==> src/rtl/timer_bcd_display_pkg.sv <==
// Shared types and constants for the timer BCD display converter.
package timer_bcd_display_pkg;

    typedef enum logic [1:0] {
        ST_IDLE  = 2'd0,
        ST_SHIFT = 2'd1,
        ST_DONE  = 2'd2
    } state_t;

    // Active-low gfedcba segment patterns
    localparam logic [6:0] SEG_0     = 7'b1000000;
    localparam logic [6:0] SEG_1     = 7'b1111001;
    localparam logic [6:0] SEG_2     = 7'b0100100;
    localparam logic [6:0] SEG_3     = 7'b0110000;
    localparam logic [6:0] SEG_4     = 7'b0011001;
    localparam logic [6:0] SEG_5     = 7'b0010010;
    localparam logic [6:0] SEG_6     = 7'b0000010;
    localparam logic [6:0] SEG_7     = 7'b1111000;
    localparam logic [6:0] SEG_8     = 7'b0000000;
    localparam logic [6:0] SEG_9     = 7'b0010000;
    localparam logic [6:0] SEG_BLANK = 7'b1111111;

endpackage

==> src/rtl/timer_bcd_display_seg7.sv <==
// One-digit BCD to active-low seven-segment encoder with blanking.
module seg7_encode
    import timer_bcd_display_pkg::*;
(
    input  logic [3:0] bcd,
    input  logic       blank,
    output logic [6:0] seg
);

    // Map the digit to its segment pattern; codes above 9 show dark
    always_comb begin
        seg = SEG_BLANK;
        if (!blank) begin
            case (bcd)
                4'd0:    seg = SEG_0;
                4'd1:    seg = SEG_1;
                4'd2:    seg = SEG_2;
                4'd3:    seg = SEG_3;
                4'd4:    seg = SEG_4;
                4'd5:    seg = SEG_5;
                4'd6:    seg = SEG_6;
                4'd7:    seg = SEG_7;
                4'd8:    seg = SEG_8;
                4'd9:    seg = SEG_9;
                default: seg = SEG_BLANK;
            endcase
        end
    end

endmodule

==> src/rtl/timer_bcd_display.sv <==
// Binary millisecond count to packed BCD and seven-segment display,
// using a serial double-dabble converter (one bit per clock).
//
// state    | meaning
// ---------+------------------------------------------------------
// ST_IDLE  | ready high, waiting for valid
// ST_SHIFT | double-dabble in progress, W shift cycles
// ST_DONE  | result just loaded onto bcd/hex, done pulse visible
module timer_bcd_display
    import timer_bcd_display_pkg::*;
#(
    parameter  int MAX_MS = 2000,
    parameter  int DIGITS = 4,
    localparam int W      = $clog2(MAX_MS)
) (
    input  logic                  clk,
    input  logic                  reset,
    input  logic [W-1:0]          value,
    input  logic                  valid,
    input  logic                  lzb,
    output logic                  ready,
    output logic                  done,
    output logic [4*DIGITS-1:0]   bcd,
    output logic [7*DIGITS-1:0]   hex
);

    localparam int CW      = $clog2(W + 1);
    localparam int MAX_DEC = 10**DIGITS - 1;

    state_t                state;
    logic [W-1:0]          bin_q;
    logic [4*DIGITS-1:0]   work_q;
    logic [CW-1:0]         cnt_q;
    logic                  lzb_q;

    logic [W-1:0]          value_sat;
    logic [4*DIGITS-1:0]   work_next;
    logic [3:0]            nib;
    logic                  carry;
    logic [DIGITS-1:0]     blank;
    logic                  run;
    logic [7*DIGITS-1:0]   hex_next;

    // Inputs that cannot be shown in DIGITS decimal digits become all nines
    always_comb begin
        value_sat = value;
        if (32'(value) > 32'(MAX_DEC)) begin
            value_sat = W'(MAX_DEC);
        end
    end

    // One double-dabble step: add 3 to nibbles >= 5, then shift in the next MSB
    always_comb begin
        work_next = '0;
        nib       = '0;
        carry     = bin_q[W-1];
        for (int i = 0; i < DIGITS; i++) begin
            nib = work_q[4*i +: 4];
            if (nib >= 4'd5) begin
                nib = nib + 4'd3;
            end
            work_next[4*i +: 4] = {nib[2:0], carry};
            carry = nib[3];
        end
    end

    // Leading-zero blanking from the top digit down; digit 0 always shows
    always_comb begin
        blank = '0;
        run   = lzb_q;
        for (int i = DIGITS - 1; i >= 1; i--) begin
            if (work_next[4*i +: 4] != 4'd0) begin
                run = 1'b0;
            end
            blank[i] = run;
        end
    end

    for (genvar g = 0; g < DIGITS; g++) begin : g_seg
        seg7_encode u_seg (
            .bcd   (work_next[4*g +: 4]),
            .blank (blank[g]),
            .seg   (hex_next[7*g +: 7])
        );
    end

    // Control FSM with registered ready/done and result registers
    always_ff @(posedge clk or negedge reset) begin
        if (!reset) begin
            state  <= ST_IDLE;
            ready  <= 1'b1;
            done   <= 1'b0;
            bcd    <= '0;
            hex    <= {DIGITS{SEG_0}};
            bin_q  <= '0;
            work_q <= '0;
            cnt_q  <= '0;
            lzb_q  <= 1'b0;
        end else begin
            done <= 1'b0;
            case (state)
                ST_IDLE: begin
                    if (valid && ready) begin
                        bin_q  <= value_sat;
                        work_q <= '0;
                        cnt_q  <= CW'(W - 1);
                        lzb_q  <= lzb;
                        ready  <= 1'b0;
                        state  <= ST_SHIFT;
                    end
                end
                ST_SHIFT: begin
                    bin_q  <= bin_q << 1;
                    work_q <= work_next;
                    // The last shift lands straight on the outputs so done
                    // coincides with the first cycle the result is visible.
                    if (cnt_q == '0) begin
                        bcd   <= work_next;
                        hex   <= hex_next;
                        done  <= 1'b1;
                        state <= ST_DONE;
                    end else begin
                        cnt_q <= cnt_q - 1'b1;
                    end
                end
                ST_DONE: begin
                    ready <= 1'b1;
                    state <= ST_IDLE;
                end
                default: begin
                    ready <= 1'b1;
                    state <= ST_IDLE;
                end
            endcase
        end
    end

endmodule

==> config.mk <==
export PLATFORM = sky130hd
export DESIGN_NAME = timer_bcd_display
export DESIGN_NICKNAME = d
export VERILOG_FILES = /design/src/rtl/timer_bcd_display_pkg.sv /design/src/rtl/timer_bcd_display_seg7.sv /design/src/rtl/timer_bcd_display.sv
export SDC_FILE = /design/constraint.sdc
export NUM_CORES = 1
export LEC_CHECK = 0
export BUFFER_PORTS_ARGS = -buffer_cell sky130_fd_sc_hd__buf_2
export CORE_ASPECT_RATIO = 1.5
export CORE_MARGIN = 10
export CORE_UTILIZATION = 30
export CTS_CLUSTER_DIAMETER = 80
export DETAILED_ROUTE_END_ITERATION = 16
export SETUP_SLACK_MARGIN = 0.02
export SLEW_MARGIN = 20
export SYNTH_ARGS = -nofsm -noshare
export SYNTH_HDL_FRONTEND = slang
export SYNTH_HIERARCHICAL = 1
export SYNTH_SLANG_ARGS = --single-unit
==> constraint.sdc <==
create_clock -name clk -period 6.25 [get_ports clk]
set_clock_uncertainty 0.1 [all_clocks]
set_input_delay 0.625 -clock clk [delete_from_list [all_inputs] [get_ports clk]]
set_output_delay 0.625 -clock clk [all_outputs]
set_load 0.03 [all_outputs]
Word level (Yosys, flattened, before mapping)
Memory sizes are Yosys's and may differ from the RTL's. A register that Yosys moved wholly into a read port is not among the register bits. Cells that the tools add are included.

Register bits: 80. Memory bits (read-only): 448. Logic and storage cells: 65. Memories: 4.

Add/sub/neg operators: 5. $lt $le $gt $ge: 4. Equal/unequal tests: 4. Multiplexer cells: 24. Bitwise operators: 1. Reductions and logical operators: 14.

Memories: (name not given) (words 16, width 7, rd ports 1, clocked after memory_dff 1, wr ports 0, RTL line timer_bcd_display_seg7.sv:14) `case (bcd)`; (name not given) (words 16, width 7, rd ports 1, clocked after memory_dff 0, wr ports 0, RTL line timer_bcd_display_seg7.sv:14); (name not given) (words 16, width 7, rd ports 1, clocked after memory_dff 0, wr ports 0, RTL line timer_bcd_display_seg7.sv:14); (name not given) (words 16, width 7, rd ports 1, clocked after memory_dff 0, wr ports 0, RTL line timer_bcd_display_seg7.sv:14).

Operators with widths (count): one-hot mux 16 bit (2 select lines) (1); one-hot mux 11 bit (2 select lines) (1); two-way mux 7 bit (3); two-way mux 4 bit (5); >= comparator 4 x 3 -> 1 bit, second input constant (4); two-way mux 16 bit (1); adder 4 x 2 -> 4 bit, second input constant (3); nonzero test 4 bit (3); two-way mux 11 bit (1); AND reduction 2 bit (5); one-hot mux 4 bit (2 select lines) (1); two-way mux 1 bit (6); != test 2 bit, second input constant (3); zero test 4 bit (1); two-way mux 2 bit (2); one-hot mux 2 bit (2 select lines) (1); subtractor 4 x 1 -> 4 bit, second input constant (1); adder 3 x 2 -> 3 bit, second input constant (1); two-way mux 3 bit (1); AND reduction 3 bit (1); == test 2 x 1 -> 1 bit, second input constant (1); zero test 2 bit (1); one-hot mux 1 bit (2 select lines) (1); nonzero test 2 bit (1); other kinds (3) (3).

Longest topological paths before layout
Depth after elaboration: 7. Gate-level depth with buffers: 13. Gate-level depth less buffers: 13.

By module
The synthesis kept the hierarchy.

By module, submodules not included: timer_bcd_display (instances 1, cells each 383, area each 3619.7 µm², seq. area each 2008.2 µm²); seg7_encode (g_seg[0].u_seg ...) (instances 2, cells each 33, area each 236.5 µm², seq. area each 0.0 µm²); seg7_encode (g_seg[1].u_seg ...) (instances 2, cells each 33, area each 235.2 µm², seq. area each 0.0 µm²).

Worst setup path before layout
Ideal clock, no wire load.

Kind: register to register. From: register work_q[12]. To: register hex[12]. Setup time: 0.066 ns. Data arrival time: 2.515 ns. Data required time: 6.084 ns. Setup slack: 3.569 ns. Stages on the path, launching flop included: 11. Buffers on the path: 0. Clock period less this slack: 2.681 ns. Cells stage by stage: dfrtp_1 -> ha_1 -> nand2b_2 -> a2111oi_4 -> o211ai_2 -> a2111oi_4 -> and3_1 -> nor2_1 -> a21oi_1 -> nand2_1 -> nand2_1.

Cells in the longest elaborated chain, start to end: 7. Elaborated cells between the ends (all ways): 8.

Ends and longest elaborated chain: from (decl) (RTL line timer_bcd_display.sv:32) `logic [4*DIGITS-1:0] work_q;`; from (signal assigned) (RTL line timer_bcd_display.sv:114) `work_q <= work_next;`; >= comparator 4 x 3 -> 1 bit or adder 3 x 2 -> 3 bit (tied branches) (RTL line timer_bcd_display.sv:59, timer_bcd_display.sv:60); two-way mux 3 bit (*) (RTL line timer_bcd_display.sv:59) `if (nib >= 4'd5) begin`; nonzero test 4 bit (*) (RTL line timer_bcd_display.sv:72) `if (work_next[4*i +: 4] != 4'd0) begin`; two-way mux 1 bit (*) (2 in a row) (RTL line timer_bcd_display.sv:72); net blank[2] (RTL line timer_bcd_display.sv:40) `logic [DIGITS-1:0] blank;`; two-way mux 1 bit (*) (RTL line timer_bcd_display.sv:72); net blank[1] (RTL line timer_bcd_display.sv:40); two-way mux 7 bit (*) (RTL line timer_bcd_display_seg7.sv:13) `if (!blank) begin`; net hex_next[12] (RTL line timer_bcd_display.sv:42) `logic [7*DIGITS-1:0] hex_next;`; to (signal assigned) (RTL line timer_bcd_display.sv:94) `hex <= {DIGITS{SEG_0}};`; to (signal assigned) (RTL line timer_bcd_display.sv:119) `hex <= hex_next;`; to (decl) (RTL line timer_bcd_display.sv:24) `output logic [7*DIGITS-1:0] hex`.

Mark *: on every way through the listed nets, which the timed path passes. The rest lies on a longest branch. A chain may end at the register's enable or synchronous reset.

Worst setup path after layout
From: register work_q[13]. To: register hex[13].

Same word-level chain as after synthesis.

==> run metrics <==
status completed; Critical Path End hex[13]; crit path time final 2995 ps; post-route ant nets 0; CP required between 6000 and 7000 ps; Avg Cell Area, Syn 8.860 um^2; GP Congestion approximately 0.84; vias in the first global route about 3,800; pin count of the biggest net entering global routing between 80 and 90; dpl ws between 3000 and 4000 ps; Nets between 600 and 700; reg2reg path depth 11; die area 20,650 um^2; DR vias/cell 4.713; peak supply drop between 0.2 and 0.25 mV; count of unique library cells instantiated by Yosys 44; drt first pass iters 4; crit start category flip-flop; DP Cell Count 761; Least-Margin Pin Slew 908.2 ps; Clock power frac 0.169; Power Total roughly 3.4 mW; clk root buf clkbuf_16; switching share of power 0.4733; DRC Markers 0; # diodes 0; Critical Path End Type flip-flop; Comb pwr share 0.565; CP arrival between 3000 and 4000 ps; post_cts resized 0; Fillers approximately 1,600; max-slew violation count 0; Core Area 15,000 um^2; Hold WS around 210 ps; DR WL/cell between 10 and 15 um; number of synthesized register bits 80; Internal approximately 1.8 mW; final setup vio count 0; CTS tree built; setup_tns 0 ps; CTS sink count 80; CTS clk-pin slew, worst paths 60 ps; Max Freq between 300 and 400 MHz; Sw Pwr around 1.6 mW; synth-to-layout area growth 17.77%; starting DRC count in detailed routing ~120; Skew-Pair Late Insertion Delay 340 ps; row count 55; YS warnings 6; total number of vias 3,662; cell count after synthesis approximately 520; PortBufs 60; share of post-route cells with drive strength above 1 0.1782; flop2flop setup slack between 3000 and 4000 ps; post-cts hold buffer count 0; register area share after synthesis 0.4401; Max Root-Sink Buffers 2; MaxCap Viol Count 0; Post-Layout Cell Count between 700 and 800; Hold Vio Cnt, Final 0; initial antenna violation count 0; post-route setup slack around 3300 ps; drt total wl between 10,000 and 15,000 um; TritonCTS Buffers 9; Final Cycle Share 0.4793; IO Pins a little over 60; Post-CTS Setup Inserts 0; Reg power frac 0.266; Die X approximately 120 um; worst relative slew slack 0.3772; first-pass GRT wire length ~18,000 um; CP Class flip-flop to flip-flop; Initial Util 0.3042; RR Startpoint work_q[13]; RSZ-0062 raised after global routing no; CP max FO 8; HPWL after DPL between 7000 and 8000 um; reg2reg end hex[13]; Hold Crit Class input pin to async pin; H-tree depth 3; grt total ovfl 0; Global Route Usage Sum 0.1070; Pwr Density around 640 nW/um^2; Mapped Area between 4000 and 5000 um^2; chip height ~170 um; Crit. Startpoint work_q[13]; Pleak around 2.6 nW
==> cell type report <==
type	count	area (um^2)	area share
Clock buffer	10	239.0	0.04447
Inverter	30	112.6	0.02095
Sequential cell	80	2008	0.3737
Multi-Input combinational cell	389	2345	0.4363
Timing Repair Buffer	63	329.1	0.06123
Tap cell	199	249.0	0.04633
Clock inverter	6	91.34	0.01700
==> registers in the layout (all words and copies together), names as in the netlist <==
name    cells
hex        28
bcd        16
work_q     16
bin_q      11
cnt_q       4
state       2
done        1
lzb_q       1
ready       1
==> Yosys cell counts <==
| cell type | instances | area share |
|---|---|---|
| clkinv_1 | 1 | 0.00082 |
| o22ai_1 | 4 | 0.0055 |
| nor2b_1 | 6 | 0.0082 |
| xor2_1 | 4 | 0.0077 |
| nand2b_1 | 15 | 0.021 |
| nand3_1 | 2 | 0.0022 |
| buf_6 | 4 | 0.0099 |
| mux2_2 | 2 | 0.0049 |
| nand2b_2 | 1 | 0.0019 |
| buf_2 | 6 | 0.0066 |
| or3_1 | 1 | 0.0014 |
| nor3_1 | 5 | 0.0055 |
| a21oi_1 | 34 | 0.037 |
| nor2_1 | 17 | 0.014 |
| nor3b_2 | 4 | 0.011 |
| a2111oi_4 | 2 | 0.012 |
| a21o_1 | 2 | 0.0033 |
| o21ai_0 | 43 | 0.047 |
| nand3b_1 | 2 | 0.0033 |
| a22oi_1 | 21 | 0.035 |
| buf_1 | 1 | 0.00082 |
| clkbuf_1 | 11 | 0.0090 |
| dfrtp_1 | 75 | 0.41 |
| nor3_2 | 4 | 0.0088 |
| xnor2_1 | 4 | 0.0077 |
| and3_1 | 1 | 0.0014 |
| ha_1 | 30 | 0.082 |
| conb_1 | 1 | 0.00082 |
| nand2b_4 | 4 | 0.012 |
| o211ai_2 | 1 | 0.0027 |
| a22o_1 | 11 | 0.021 |
| or3b_2 | 1 | 0.0019 |
| dfstp_2 | 5 | 0.029 |
| o211ai_1 | 1 | 0.0016 |
| nor3b_1 | 5 | 0.0082 |
| nor4_1 | 1 | 0.0014 |
| o21ai_1 | 2 | 0.0022 |
| nand2_1 | 139 | 0.11 |
| and2_1 | 1 | 0.0014 |
| o21bai_1 | 4 | 0.0066 |
| a31oi_1 | 3 | 0.0041 |
| mux2i_1 | 3 | 0.0066 |
| inv_1 | 29 | 0.024 |
| or2b_1 | 2 | 0.0033 |
==> layer usage <==
| metal | track usage | up-vias | part of all wire |
|---|---|---|---|
| li1 | - | 1847 | - |
| met1 | 0.1224 | 1731 | 0.44 |
| met2 | 0.1821 | 67 | 0.49 |
| met3 | 0.02968 | 17 | 0.052 |
| met4 | 0.04632 | 0 | 0.020 |
| met5 | 0 | - | 0 |
==> worst min-delay path by stage <==
stage,cells after the start,from,to
3_3_place_gp,2,hex[6],hex[6]
3_5_place_dp,2,hex[20],hex[20]
5_1_grt,1,reset,hex[25]
6_report,1,reset,hex[25]
2_1_floorplan,0,reset,bcd[0]
4_1_cts,2,hex[20],hex[20]
==> per-stage QoR <==
stage | cell area, um^2 | utilization
floorplan | 4586 | -
global placement | 5040 | 0.3359
detailed placement | 5040 | 0.3359
CTS | 5370 | 0.3580
global route | 5374 | 0.3582
finish | 5374 | 0.3582
==> worst max-delay path, stage by stage, from the launching register on <==
cell	delay, ps
dfrtp_1	440
inv_1	90
ha_1	200
nand2b_2	200
a2111oi_4	370
o211ai_2	160
a2111oi_4	520
and3_1	400
nor2_1	120
a21oi_1	180
nand2_1	70
nand2_1	70
==> logic make-up after synthesis <==
kind of cell,synth area share
AOI/OAI and AO/OA,0.1782
muxes,0.01152
and+or+nand+nor,0.2207
xor gates and xnor gates,0.01535
DFF,0.4401
buffers and inverters,0.05100
other,0.0008218
adders and majority gates,0.08226
==> cells in the final DEF (no fill, tap or decap), types with 4 or more instances in the layout <==
cell type / Yosys / routed
clkbuf_16: 0 / 9
dfrtp_1: 75 / 75
inv_1: 29 / 29
o21ai_0: 43 / 42
a22o_1: 11 / 11
buf_2: 6 / 59
ha_1: 30 / 30
nand2b_4: 4 / 4
nand2b_1: 15 / 15
dfstp_2: 5 / 5
nor2b_1: 6 / 6
a22oi_1: 21 / 21
a21oi_1: 34 / 34
o22ai_1: 4 / 4
xnor2_1: 4 / 4
nor3_1: 5 / 5
nor3b_2: 4 / 4
conb_1: 1 / 7
nor3_2: 4 / 4
xor2_1: 4 / 4
nand2_1: 139 / 139
nor3b_1: 5 / 5
o21bai_1: 4 / 4
nor2_1: 17 / 17
==> power by group through the flow <==
stage               clock [mW]  combinational (mW)  sequential, mW
global route             0.611                2.18           0.942
detailed placement           0                1.94           0.916
finish                   0.579                1.93           0.907
global placement             0                1.88           0.907
CTS                      0.593                1.95           0.910
floorplan                    0                1.27            1.14
(Power assumes the default switching activity.)
